[src/rtl/quad_decoder.sv]
// Quadrature decoder: 2-flop sync -> debounce -> Gray transition decode -> per-detent accumulator.
// Define QDEC_POS_EN to add the signed step position output pos.
module quad_decoder #(
  parameter int unsigned DEBOUNCE_CYCLES = 4,
  parameter int unsigned TRANS_PER_STEP  = 4
`ifdef QDEC_POS_EN
  ,
  parameter int unsigned POS_W = 8
`endif
) (
  input  logic clk,
  input  logic reset,
  input  logic a,
  input  logic b,
  input  logic err_clr,
  output logic cw,
  output logic ccw,
  output logic err
`ifdef QDEC_POS_EN
  ,
  output logic [POS_W-1:0] pos
`endif
);

  localparam int unsigned CNT_W = 8;
  localparam int unsigned SUB_W = 4;
  localparam logic [CNT_W-1:0] CNT_LAST = CNT_W'(DEBOUNCE_CYCLES - 1);
  localparam logic [CNT_W-1:0] CNT_MAX  = '1;
  localparam logic signed [SUB_W-1:0] SUB_MAX = SUB_W'(TRANS_PER_STEP);
  localparam logic signed [SUB_W-1:0] SUB_MIN = -SUB_MAX;

  logic [1:0]             sync1, sync2, cand, db, db_old;
  logic [CNT_W-1:0]       cnt;
  logic                   load_q;
  logic                   base_valid;
  logic signed [SUB_W-1:0] sub, sub_inc_c, sub_dec_c, sub_next_c;
  logic                   illegal_c, pulse_cw_c, pulse_ccw_c;

  // Clockwise successor in the {a,b} Gray sequence 00->10->11->01->00.
  function automatic logic [1:0] cw_next(input logic [1:0] st);
    case (st)
      2'b00:   cw_next = 2'b10;
      2'b10:   cw_next = 2'b11;
      2'b11:   cw_next = 2'b01;
      default: cw_next = 2'b00;
    endcase
  endfunction

  // Synchroniser and debounce filter; load_q marks the edge after a db load.
  always_ff @(posedge clk or posedge reset) begin
    if (reset) begin
      sync1  <= '0;
      sync2  <= '0;
      cand   <= '0;
      cnt    <= '0;
      db     <= '0;
      db_old <= '0;
      load_q <= 1'b0;
    end else begin
      sync1  <= {a, b};
      sync2  <= sync1;
      load_q <= 1'b0;
      if (sync2 != cand) begin
        cand <= sync2;
        cnt  <= '0;
      end else begin
        if (cnt != CNT_MAX) cnt <= cnt + CNT_W'(1);
        if (cnt == CNT_LAST) begin
          db_old <= db;
          db     <= cand;
          load_q <= 1'b1;
        end
      end
    end
  end

  assign sub_inc_c = sub + SUB_W'(1);
  assign sub_dec_c = sub - SUB_W'(1);

  // Transition decode and detent accumulation for one db load.
  always_comb begin
    illegal_c   = 1'b0;
    pulse_cw_c  = 1'b0;
    pulse_ccw_c = 1'b0;
    sub_next_c  = sub;
    if (load_q && base_valid && (db != db_old)) begin
      if ((db ^ db_old) == 2'b11) begin
        illegal_c  = 1'b1;
        sub_next_c = '0;
      end else if (db == cw_next(db_old)) begin
        if (sub_inc_c == SUB_MAX) begin
          pulse_cw_c = 1'b1;
          sub_next_c = '0;
        end else begin
          sub_next_c = sub_inc_c;
        end
      end else begin
        if (sub_dec_c == SUB_MIN) begin
          pulse_ccw_c = 1'b1;
          sub_next_c  = '0;
        end else begin
          sub_next_c = sub_dec_c;
        end
      end
    end
  end

  // The first load after reset only establishes the baseline.
  always_ff @(posedge clk or posedge reset) begin
    if (reset) begin
      base_valid <= 1'b0;
      sub        <= '0;
      cw         <= 1'b0;
      ccw        <= 1'b0;
      err        <= 1'b0;
    end else begin
      if (load_q) base_valid <= 1'b1;
      sub <= sub_next_c;
      cw  <= pulse_cw_c;
      ccw <= pulse_ccw_c;
      if (illegal_c)    err <= 1'b1;
      else if (err_clr) err <= 1'b0;
    end
  end

`ifdef QDEC_POS_EN
  // Position tracks emitted pulses, wrapping modulo 2^POS_W.
  always_ff @(posedge clk or posedge reset) begin
    if (reset)            pos <= '0;
    else if (pulse_cw_c)  pos <= pos + POS_W'(1);
    else if (pulse_ccw_c) pos <= pos - POS_W'(1);
  end
`endif

endmodule
[config.mk]
export PLATFORM = sky130hd
export DESIGN_NAME = quad_decoder
export DESIGN_NICKNAME = d
export VERILOG_FILES = /design/src/rtl/quad_decoder.sv
export SDC_FILE = /design/constraint.sdc
export NUM_CORES = 1
export LEC_CHECK = 0
export ABC_AREA = 1
export CORE_MARGIN = 2
export CORE_UTILIZATION = 40
export CTS_CLUSTER_SIZE = 14
export DETAILED_ROUTE_END_ITERATION = 6
export GPL_TIMING_DRIVEN = 1
export PLACE_DENSITY = 0.68
export SKIP_LAST_GASP = 1
export SLEW_MARGIN = 20
export SYNTH_ARGS = -nofsm -noshare
export SYNTH_HDL_FRONTEND = slang
export SYNTH_SLANG_ARGS = --single-unit
[constraint.sdc]
create_clock -name clk -period 1.5 [get_ports clk]
set_input_delay 0.225 -clock clk [delete_from_list [all_inputs] [get_ports clk]]
set_output_delay 0.225 -clock clk [all_outputs]
set_load 0.02 [all_outputs]
==> results.txt, run 1 <==
H-tree lvl count: 1
Clock latency on the worst-skew pair: 0.32 ns
Share of layout cells above drive strength 1: 0.100
Syn_nets: 187
Final non-filler cell total: 236
TritonRoute pass-1 iters: 4
Clk network pwr share: 0.260
TritonCTS buffer count: 3
Sequential fraction of the synthesis area: 0.485
Synthesized flop and latch total: 27
Critical path type: flop to flop
Global route overflow: 0
Endpoints failing setup: 0
Max layer used: met3
Core box area: 3340 um2
Inst Count DP: 231
RSZ-0062 raised after global routing: yes
Met2 Wirelength: 1090 um
Switching pwr: 293 uW
Ant diodes: 0
Final GP Congestion: 0.856
Worst clock skew: 0.0139 ns
Max Clock Freq: 0.728 GHz
Fillers: 355
Synth Warn #: 0
Initial Util: 0.418
CTS tree: built
CP required: 1.74 ns
Largest net degree at the start of global routing: 28
Pwr dens: 762 nW/um2
Max-slew violations: 0
Syn Area/Cell: 7.83 um2
Max Cap Violations: 0
CTS Sinks: 27
Crit-path max FO: 5
I/O pin count: 8
Root buf cell: clkbuf_4
Final ANT Viol Nets: 0
Clock tree buffer depth: 2
Worst-Margin Slew: 0.333 ns
Min-Delay Path Class: input port to async pin
Crit start category: flop
Setup crit end kind: flop
P_int: 900 uW
Design Power: 1.19 mW
Routed vias: 1053
Die height: 63.0 um
Leakage: 0.863 nW
Clock transition at the registers of the reported paths: 0.15 ns
Slew headroom: 0.778
Routed length on met3: 76 um
Register Area: 676 um2
Netlist cell types: 22
Post-Route WL: 2320 um
Hold Fails Final Rpt: 0
Number of global-route vias before repair: 1064
Dpl hpwl: 1690 um
Switching share of power: 0.246
Rows: 21
DRC: 0
Fin crit period: 1.37 ns
Fin crit share: 0.916
Tot GR Track Use: 0.135
Port bufs: 7
Comb pwr share: 0.096
Arrival @ worst endpoint: 1.61 ns
Global-route wire length before repair: 4350 um
P&R area growth vs syn: 12.3%
Setup_tns: 0 ns
Flop pwr share: 0.644
DRT met1 WL: 1160 um
Syn Inst Count: 178
Wire length per cell: 9.82 um
Mapped Area: 1390 um2
Die area: 3970 um2
Initial antenna violation count: 0
Multi-input gate area: 623 um2
Post-layout nets: 200
Worst vdd ir: 0.000654 V
Die X: 63.0 um
DR iter-0 viols: 85
Via density: 4.46
Outcome: finished, final reports clean
cell usage in the layout (no fill, tap or decap), drive strengths merged:
cell           instances
or2                    2
inv                   24
clkbuf                 4
o21ai                  7
nor3                   3
buf                    3
nand3b                 2
dfrtp                 27
xor2                   2
nand2                 66
nor2                  16
dlygate4sd2            2
nand3                 14
clkdlybuf4s50          4
dlymetal6s2s           1
o22ai                  1
ha                     4
xnor2                  2
nand4                  2
a21oi                  4
worst max-delay path: stages (launching register included):
cell	delay, ns
dfrtp_1	0.43
inv_1	0.08
ha_1	0.19
inv_1	0.05
nand2_1	0.04
nand2_1	0.09
nand2_1	0.06
nand3b_1	0.20
nand3_1	0.11
nand2_1	0.05
cell usage after synthesis, drive strengths merged:
cell,instances,area [um2]
nand2,66,263
dfrtp,27,676
inv,24,90.1
nor2,16,65.1
nand3,14,80.1
o21ai,7,35.0
a21oi,4,20.0
ha,4,50.1
nor3,3,26.3
clkbuf,2,7.51
nand3b,2,15.0
nand4,2,12.5
or2,2,12.5
xnor2,2,17.5
xor2,2,17.5
o22ai,1,6.26
power groups by stage:
stage	Sequential (mW)	Combinational (mW)	Clock (mW)
floorplan	0.779	0.0836	0
global placement	0.782	0.114	0
detailed placement	0.782	0.116	0
CTS	0.768	0.117	0.330
global route	0.772	0.136	0.355
finish	0.768	0.114	0.310
metal layers:
metal  up-vias  global-route usage
met3         0              0.0324
met1       468               0.170
li1        573                   -
met4         0              0.0194
met5         -                   0
met2        12               0.238
timing repair:
item | 4_1_cts | 5_1_grt
gates cloned | 0 | 0
hold buffers | 0 | 0
resized for setup | 2 | 3
endpoints found under the setup margin | 2 | 8
setup buffers | 0 | 1
final cells by class:
class,count,share of cell area
clock buffer,4,0.0168
inverter,24,0.0576
multi-input combinational,125,0.398
sequential,27,0.432
tap,46,0.0368
timing repair buffer,10,0.0592
registers in the layout, indices dropped and copies added (netlist names):
signal and count:
sync1 2, err 1, base_valid 1, db_old 2, load_q 1, sub 4
cnt 8, db 2, cand 2, cw 1, ccw 1, sync2 2
per-stage QoR:
step                utilization  hold WS (ns)  setup WS (ns)  area, um2
floorplan                     -         0.256          0.196       1390
global placement          0.458         0.334          0.138       1530
detailed placement        0.458         0.337         0.0996       1530
CTS                       0.465         0.240       0.000175       1550
global route              0.469         0.254        -0.0122       1570
finish                    0.469         0.230          0.126       1570
final timing paths:
path / startpoint / endpoint / slack (ns) / cells after the start
max in group asynchronous: reset / sync1[1] / 1.01 / 3
min: reset / db[1] / 0.23 / 3
min reg2reg: sync1[0] / sync2[0] / 0.36 / 0
max: sub[1] / sub[2] / 0.13 / 9
max reg2reg: sub[1] / sub[2] / 0.13 / 9
min in group clk: b / sync1[0] / 0.33 / 1
cells by family (layout without fill, tap and decap cells):
kind of cell | after synthesis | after routing | synth area share
flops | 27 | 27 | 0.485
simple gates | 105 | 105 | 0.340
fa+ha+maj | 4 | 4 | 0.0359
compound gates | 12 | 12 | 0.0440
buf+inv | 26 | 38 | 0.0700
xor+xnor | 4 | 4 | 0.0251
Power figures use the tool's default switching activity.
==> run 2, diff against run 1 <==
--- a/config.mk
+++ b/config.mk
@@ -11,7 +11,6 @@
 export CTS_CLUSTER_SIZE = 14
 export DETAILED_ROUTE_END_ITERATION = 6
 export GPL_TIMING_DRIVEN = 1
-export PLACE_DENSITY = 0.68
 export SKIP_LAST_GASP = 1
 export SLEW_MARGIN = 20
 export SYNTH_ARGS = -nofsm -noshare
==> run 2 against run 1 <==
First-iteration DRC count shrank 20%. Sequential share of layout area down 0.91 points. Fmax down 0.94%. Worst hold slack better by 0.016 ns. Non-clock buffer count increased by 1. Largest cell class unchanged. Global-route usage is 1.4 points higher. Sequential power about the same. Worst setup slack got worse by 0.013 ns. Core utilization increased by 1.0 points.
==> results.txt, run 2 (synthesized netlist as in run 1, its figures left out) <==
Critical path type: flop to flop
TritonRoute pass-1 iters: 4 (unchanged)
Max-slew violations: 0 (unchanged)
Max reg flops: 8 (unchanged)
Reg-to-reg slack, setup: 0.11 ns (about the same)
Initial Util: 0.418 (unchanged)
Dpl hpwl: 1840 um (+8.9%)
Share of layout cells above drive strength 1: 0.120 (+0.0204)
Post-route setup slack: 0.113 ns (-0.0130 ns)
Clock tree buffer depth: 2 (unchanged)
Post-Route WL: 2570 um (+11%)
Post-layout nets: 201 (+0.50%)
CP required: 1.74 ns (about the same)
Root buf cell: clkbuf_4
Critical Path Source: sub[0]
Top cell family by delay on the critical path: simple AND/OR/NAND/NOR gates
Cell Area, Placed: 1530 um2 (unchanged)
Crit start category: flop
Global-route wire length before repair: 4740 um (+8.9%)
Port bufs: 7 (unchanged)
Rows: 21 (unchanged)
CTS Sinks: 27 (unchanged)
Die area: 3970 um2 (unchanged)
Core box area: 3340 um2 (unchanged)
Via density: 4.71 (+5.6%)
Tot GR Track Use: 0.149 (+0.0138)
Setup WS pre-CTS: 0.0790 ns (-0.0206 ns)
Final Cell Area: 1600 um2 (+2.2%)
Fillers: 358 (+0.85%)
I/O pin count: 8 (unchanged)
Hold Fails Final Rpt: 0 (unchanged)
Min-Delay Path Class: input port to async pin
Routed vias: 1117 (+6.1%)
Die height: 63.0 um (unchanged)
Fin crit period: 1.39 ns (+0.0130 ns)
R2R Path End: sub[0]
Setup crit end kind: flop
DRC: 0 (unchanged)
Wire length per cell: 10.8 um (+10%)
Most frequent cells in the layout: 61 x nand2_1, 27 x dfrtp_1, 23 x inv_1
Biggest regs: cnt (8), sub (4)
Length in cells of the worst reg-to-reg path: 9 (unchanged)
Pwr dens: 754 nW/um2 (-1.1%)
CTS tree: built
Largest net degree at the start of global routing: 28 (unchanged)
CP dominant cell by count: nand2_1
Max Cap Violations: 0 (unchanged)
Number of global-route vias before repair: 1152 (+8.3%)
Critical path buffers and inverters: 2 (unchanged)
Final ANT Viol Nets: 0 (unchanged)
Leakage: 0.872 nW (+1.1%)
Max Clock Freq: 0.721 GHz (-0.94%)
Initial antenna violation count: 0 (unchanged)
Worst-Margin Slew: 0.351 ns (+0.0178 ns)
Instance count on the critical path: 9 (unchanged)
TritonCTS buffer count: 3 (unchanged)
Global route overflow: 0 (unchanged)
Slew headroom: 0.766 (-0.0119)
Reg2Reg Launch Point: sub[0]
Ant diodes: 0 (unchanged)
Outcome: finished, final reports clean
Critical-path top delay cell: dfrtp_1
Endpoints failing setup: 0 (unchanged)
Worst vdd ir: 0.000450 V (-31%)
Critical path destination: sub[0]
Crit-path max FO: 5 (unchanged)
Fin crit share: 0.925 (+0.00867)
Die X: 63.0 um (unchanged)
Worst-path cell chain: inv_2 -> ha_4 -> inv_1 -> nand2_1 -> nand2_2 -> nand2_1 -> nand3b_1 -> nand3_1 -> nand2_1
Final GP Congestion: 0.930 (+8.7%)
Design Power: 1.20 mW (+1.0%)
P&R area growth vs syn: 14.7%
Arrival @ worst endpoint: 1.62 ns (about the same)
Largest Register: cnt
Clock transition at the registers of the reported paths: 0.15 ns (about the same)
H-tree lvl count: 1 (unchanged)
CP peak stage delay: 0.46 ns (+0.03 ns)
Worst clock skew: 0.00815 ns (-0.00573 ns)
DR iter-0 viols: 68 (-20%)
Leading cell type in the layout, fill and taps excluded: nand2_1
Clock latency on the worst-skew pair: 0.32 ns (about the same)
==> run 2: metrics by stage <==
stage | cells | hold WS (ns) | TNS, ns | utilization
finish | 237 | 0.246 | 0 | 0.479
global route | 237 | 0.275 | -0.00272 | 0.479
CTS | 235 | 0.249 | 0 | 0.466
detailed placement | 231 | 0.338 | 0 | 0.458
global placement | 231 | 0.334 | 0 | 0.458
floorplan | 178 | 0.256 | 0 | -
==> run 2: repair_timing <==
| action | 4_1_cts | 5_1_grt |
|---|---|---|
| setup endpoints to repair | 2 | 9 |
| hold buffers | 0 | 0 |
| setup buffers | 0 | 2 |
| pin swaps | 0 | 2 |
| resized for setup | 2 | 7 |
==> run 2: metal layers <==
layer,wire length [um],global-route usage,part of all wire,up-vias
met5,0,0,0,-
met4,19,0.0722,0.0074,0
met3,54,0.0180,0.021,2
met2,1360,0.263,0.53,8
met1,1140,0.176,0.44,532
li1,-,-,-,575
==> run 2: final cells by class <==
cell class                      count  area (um2)  area share
Inverter                           24        90.1      0.0563
Timing Repair Buffer               11         100      0.0626
Sequential cell                    27         676       0.423
Multi-Input combinational cell    125         648       0.405
Clock buffer                        3        22.5      0.0141
Tap cell                           46        57.6      0.0360
Clock inverter                      1        5.00     0.00313
==> run 2: worst min path at each step <==
| stage | cells past startpoint | to | from | slack [ns] |
|---|---|---|---|---|
| 2_1_floorplan | 0 | sync1[0] | b | 0.26 |
| 3_3_place_gp | 0 | sync2[0] | sync1[0] | 0.33 |
| 3_5_place_dp | 0 | sync2[1] | sync1[1] | 0.34 |
| 4_1_cts | 3 | cnt[3] | reset | 0.25 |
| 5_1_grt | 3 | cand[0] | reset | 0.28 |
| 6_report | 3 | cnt[3] | reset | 0.25 |
==> run 2: tightest hold or removal path, cell delays in order <==
cell             delay [ns]
clkdlybuf4s50_1        0.40
inv_1                  0.05
buf_4                  0.32
==> run 2: report_power, final <==
| part | total, mW | internal [mW] | switching (mW) | leakage [nW] |
|---|---|---|---|---|
| clock network | 0.315 | 0.0999 | 0.215 | 0.0177 |
| logic | 0.120 | 0.0463 | 0.0733 | 0.493 |
| registers | 0.771 | 0.751 | 0.0196 | 0.361 |
==> run 3, diff against run 2 <==
--- a/config.mk
+++ b/config.mk
@@ -7,10 +7,12 @@
 export LEC_CHECK = 0
 export ABC_AREA = 1
 export CORE_MARGIN = 2
-export CORE_UTILIZATION = 40
+export CORE_UTILIZATION = 50
 export CTS_CLUSTER_SIZE = 14
 export DETAILED_ROUTE_END_ITERATION = 6
 export GPL_TIMING_DRIVEN = 1
+export PLACE_DENSITY = 0.69
+export RECOVER_POWER = 100
 export SKIP_LAST_GASP = 1
 export SLEW_MARGIN = 20
 export SYNTH_ARGS = -nofsm -noshare
==> run 3 against run 2 <==
Combinational power shrank 8%. Worst setup slack lost 0.033 ns. Die area shrank 19%. Critical endpoint unchanged. Total power shrank 0.32%. Sequential power is essentially flat. Cell count shrank 6.3%. Core utilization grew 9.5 points.
==> results.txt, run 3 (synthesized netlist as in run 1, its figures left out) <==
DRC: 0 (unchanged)
Global route overflow: 0 (unchanged)
Critical path buffers and inverters: 2 (unchanged)
Critical-path top delay cell: dfrtp_2
Crit start category: flop
Final Core Density: 0.574 (+0.0947)
Die height: 56.8 um (-9.9%)
Arrival @ worst endpoint: 1.65 ns (+0.03 ns)
Max-slew violations: 0 (unchanged)
Share of layout cells above drive strength 1: 0.120 (unchanged)
Critical Path Source: sub[0]
Port bufs: 7 (unchanged)
DR iter-0 viols: 28 (-59%)
Post-Route WL: 2580 um (+0.43%)
TritonCTS buffer count: 3 (unchanged)
Ant diodes: 0 (unchanged)
Worst clock skew: 0.00555 ns (-0.00260 ns)
CP peak stage delay: 0.44 ns (-0.02 ns)
Pwr dens: 772 nW/um2 (+2.5%)
Initial antenna violation count: 0 (unchanged)
Leakage: 0.850 nW (-2.5%)
Root buf cell: clkbuf_4
Clock transition at the registers of the reported paths: 0.15 ns (about the same)
Wire length per cell: 11.6 um (+7.2%)
TritonRoute pass-1 iters: 4 (unchanged)
Setup crit end kind: flop
Biggest regs: cnt (8), sub (4)
Reg2Reg Launch Point: sub[0]
Worst vdd ir: 0.000631 V (+40%)
Worst-path cell chain: inv_2 -> ha_2 -> inv_1 -> nand2_1 -> nand2_2 -> nand2_1 -> nand3b_1 -> nand3_1 -> nand2_1
Clock tree buffer depth: 2 (unchanged)
Crit-path max FO: 5 (unchanged)
Global-route wire length before repair: 4340 um (-8.4%)
Reg-to-reg slack, setup: 0.08 ns (-0.03 ns)
Largest Register: cnt
Setup_tns: 0 ns (unchanged)
Fin crit period: 1.42 ns (+0.0334 ns)
CTS Hold Buffers Added: 0 (unchanged)
Leading cell type in the layout, fill and taps excluded: nand2_1
Max Cap Violations: 0 (unchanged)
Largest net degree at the start of global routing: 28 (unchanged)
Number of global-route vias before repair: 1104 (-4.2%)
Clock latency on the worst-skew pair: 0.32 ns (about the same)
Hold wc startpoint: sync1[0]
Endpoints failing setup: 0 (unchanged)
Die area: 3230 um2 (-19%)
Final ANT Viol Nets: 0 (unchanged)
Slew headroom: 0.555 (-0.211)
Outcome: finished, final reports clean
CTS Sinks: 27 (unchanged)
Rows: 19 (-9.5%)
I/O pin count: 8 (unchanged)
Hold Slack: 0.371 ns (+0.124 ns)
Via density: 5.26 (+12%)
Max reg flops: 8 (unchanged)
Final Cell Area: 1560 um2 (-2.7%)
Final GP Congestion: 0.826 (-11%)
Worst-Margin Slew: 0.667 ns (+0.316 ns)
Cell Area, Placed: 1510 um2 (-1.2%)
Die X: 56.8 um (-9.9%)
Most frequent cells in the layout: 62 x nand2_1, 26 x dfrtp_1, 23 x inv_1
Core box area: 2710 um2 (-19%)
P&R area growth vs syn: 11.6%
Initial Util: 0.514 (+0.0966)
CP dominant cell by count: nand2_1
CP required: 1.73 ns (about the same)
Critical path type: flop to flop
Routed vias: 1167 (+4.5%)
H-tree lvl count: 1 (unchanged)
Max Clock Freq: 0.704 GHz (-2.4%)
Top cell family by delay on the critical path: simple AND/OR/NAND/NOR gates
CTS tree: built
Min-Delay Path Class: flop to flop
Post-layout nets: 201 (unchanged)
Dpl hpwl: 1800 um (-2.1%)
Tot GR Track Use: 0.171 (+0.0220)
Hold Fails Final Rpt: 0 (unchanged)
Fin crit share: 0.947 (+0.0223)
-- run 3: area by class of cell --
class,count,area (um2)
Clock buffer,3,22.5
Clock inverter,1,7.51
Fill cell,256,1150
Inverter,24,90.1
Multi-Input combinational cell,125,626
Sequential cell,27,677
Tap cell,31,38.8
Timing Repair Buffer,11,93.8
-- run 3: routing by layer --
layer / up-vias / GRT usage / share of wire
met5: - / 0 / 0
met4: 0 / 0.0997 / 0.024
met3: 9 / 0.0207 / 0.033
met2: 34 / 0.289 / 0.49
met1: 543 / 0.207 / 0.45
li1: 581 / - / -
-- run 3: final timing paths --
path / endpoint / cells past startpoint
min in group asynchronous: sync1[0] / 3
setup reg to reg: sub[0] / 9
hold reg to reg: sync2[0] / 0
max in group asynchronous: sub[0] / 3
hold / removal: sync2[0] / 0
setup / recovery: sub[0] / 9
-- run 3: worst register-to-register path, delay by kind of cell (launching register included) --
family | cells | cell delay (ns)
adders and majority gates | 1 | 0.20
buffers and inverters | 2 | 0.14
DFF | 1 | 0.44
and+or+nand+nor | 6 | 0.56
-- run 3: stage by stage --
step / power, mW / setup slack [ns] / cells
6_report: 1.20 / 0.0793 / 222
5_1_grt: 1.27 / -0.0352 / 222
4_1_cts: 1.23 / 0.0258 / 220
3_5_place_dp: 0.899 / 0.0510 / 216
3_3_place_gp: 0.894 / 0.140 / 216
2_1_floorplan: 0.862 / 0.196 / 178
-- run 3: power breakdown --
part / internal [mW] / total [mW] / switching, mW / leakage, nW
registers: 0.751 / 0.769 / 0.0182 / 0.360
logic: 0.0417 / 0.111 / 0.0689 / 0.477
clock network: 0.102 / 0.321 / 0.219 / 0.0139
total: 0.895 / 1.20 / 0.306 / 0.850
-- run 3: repair_timing --
action | in CTS | in global routing
buffers inserted | 0 | 2
resized for setup | 3 | 5
gates cloned | 0 | 0
endpoints found under the hold margin | 0 | 0
pin swaps | 0 | 4
endpoints found under the setup margin | 3 | 8
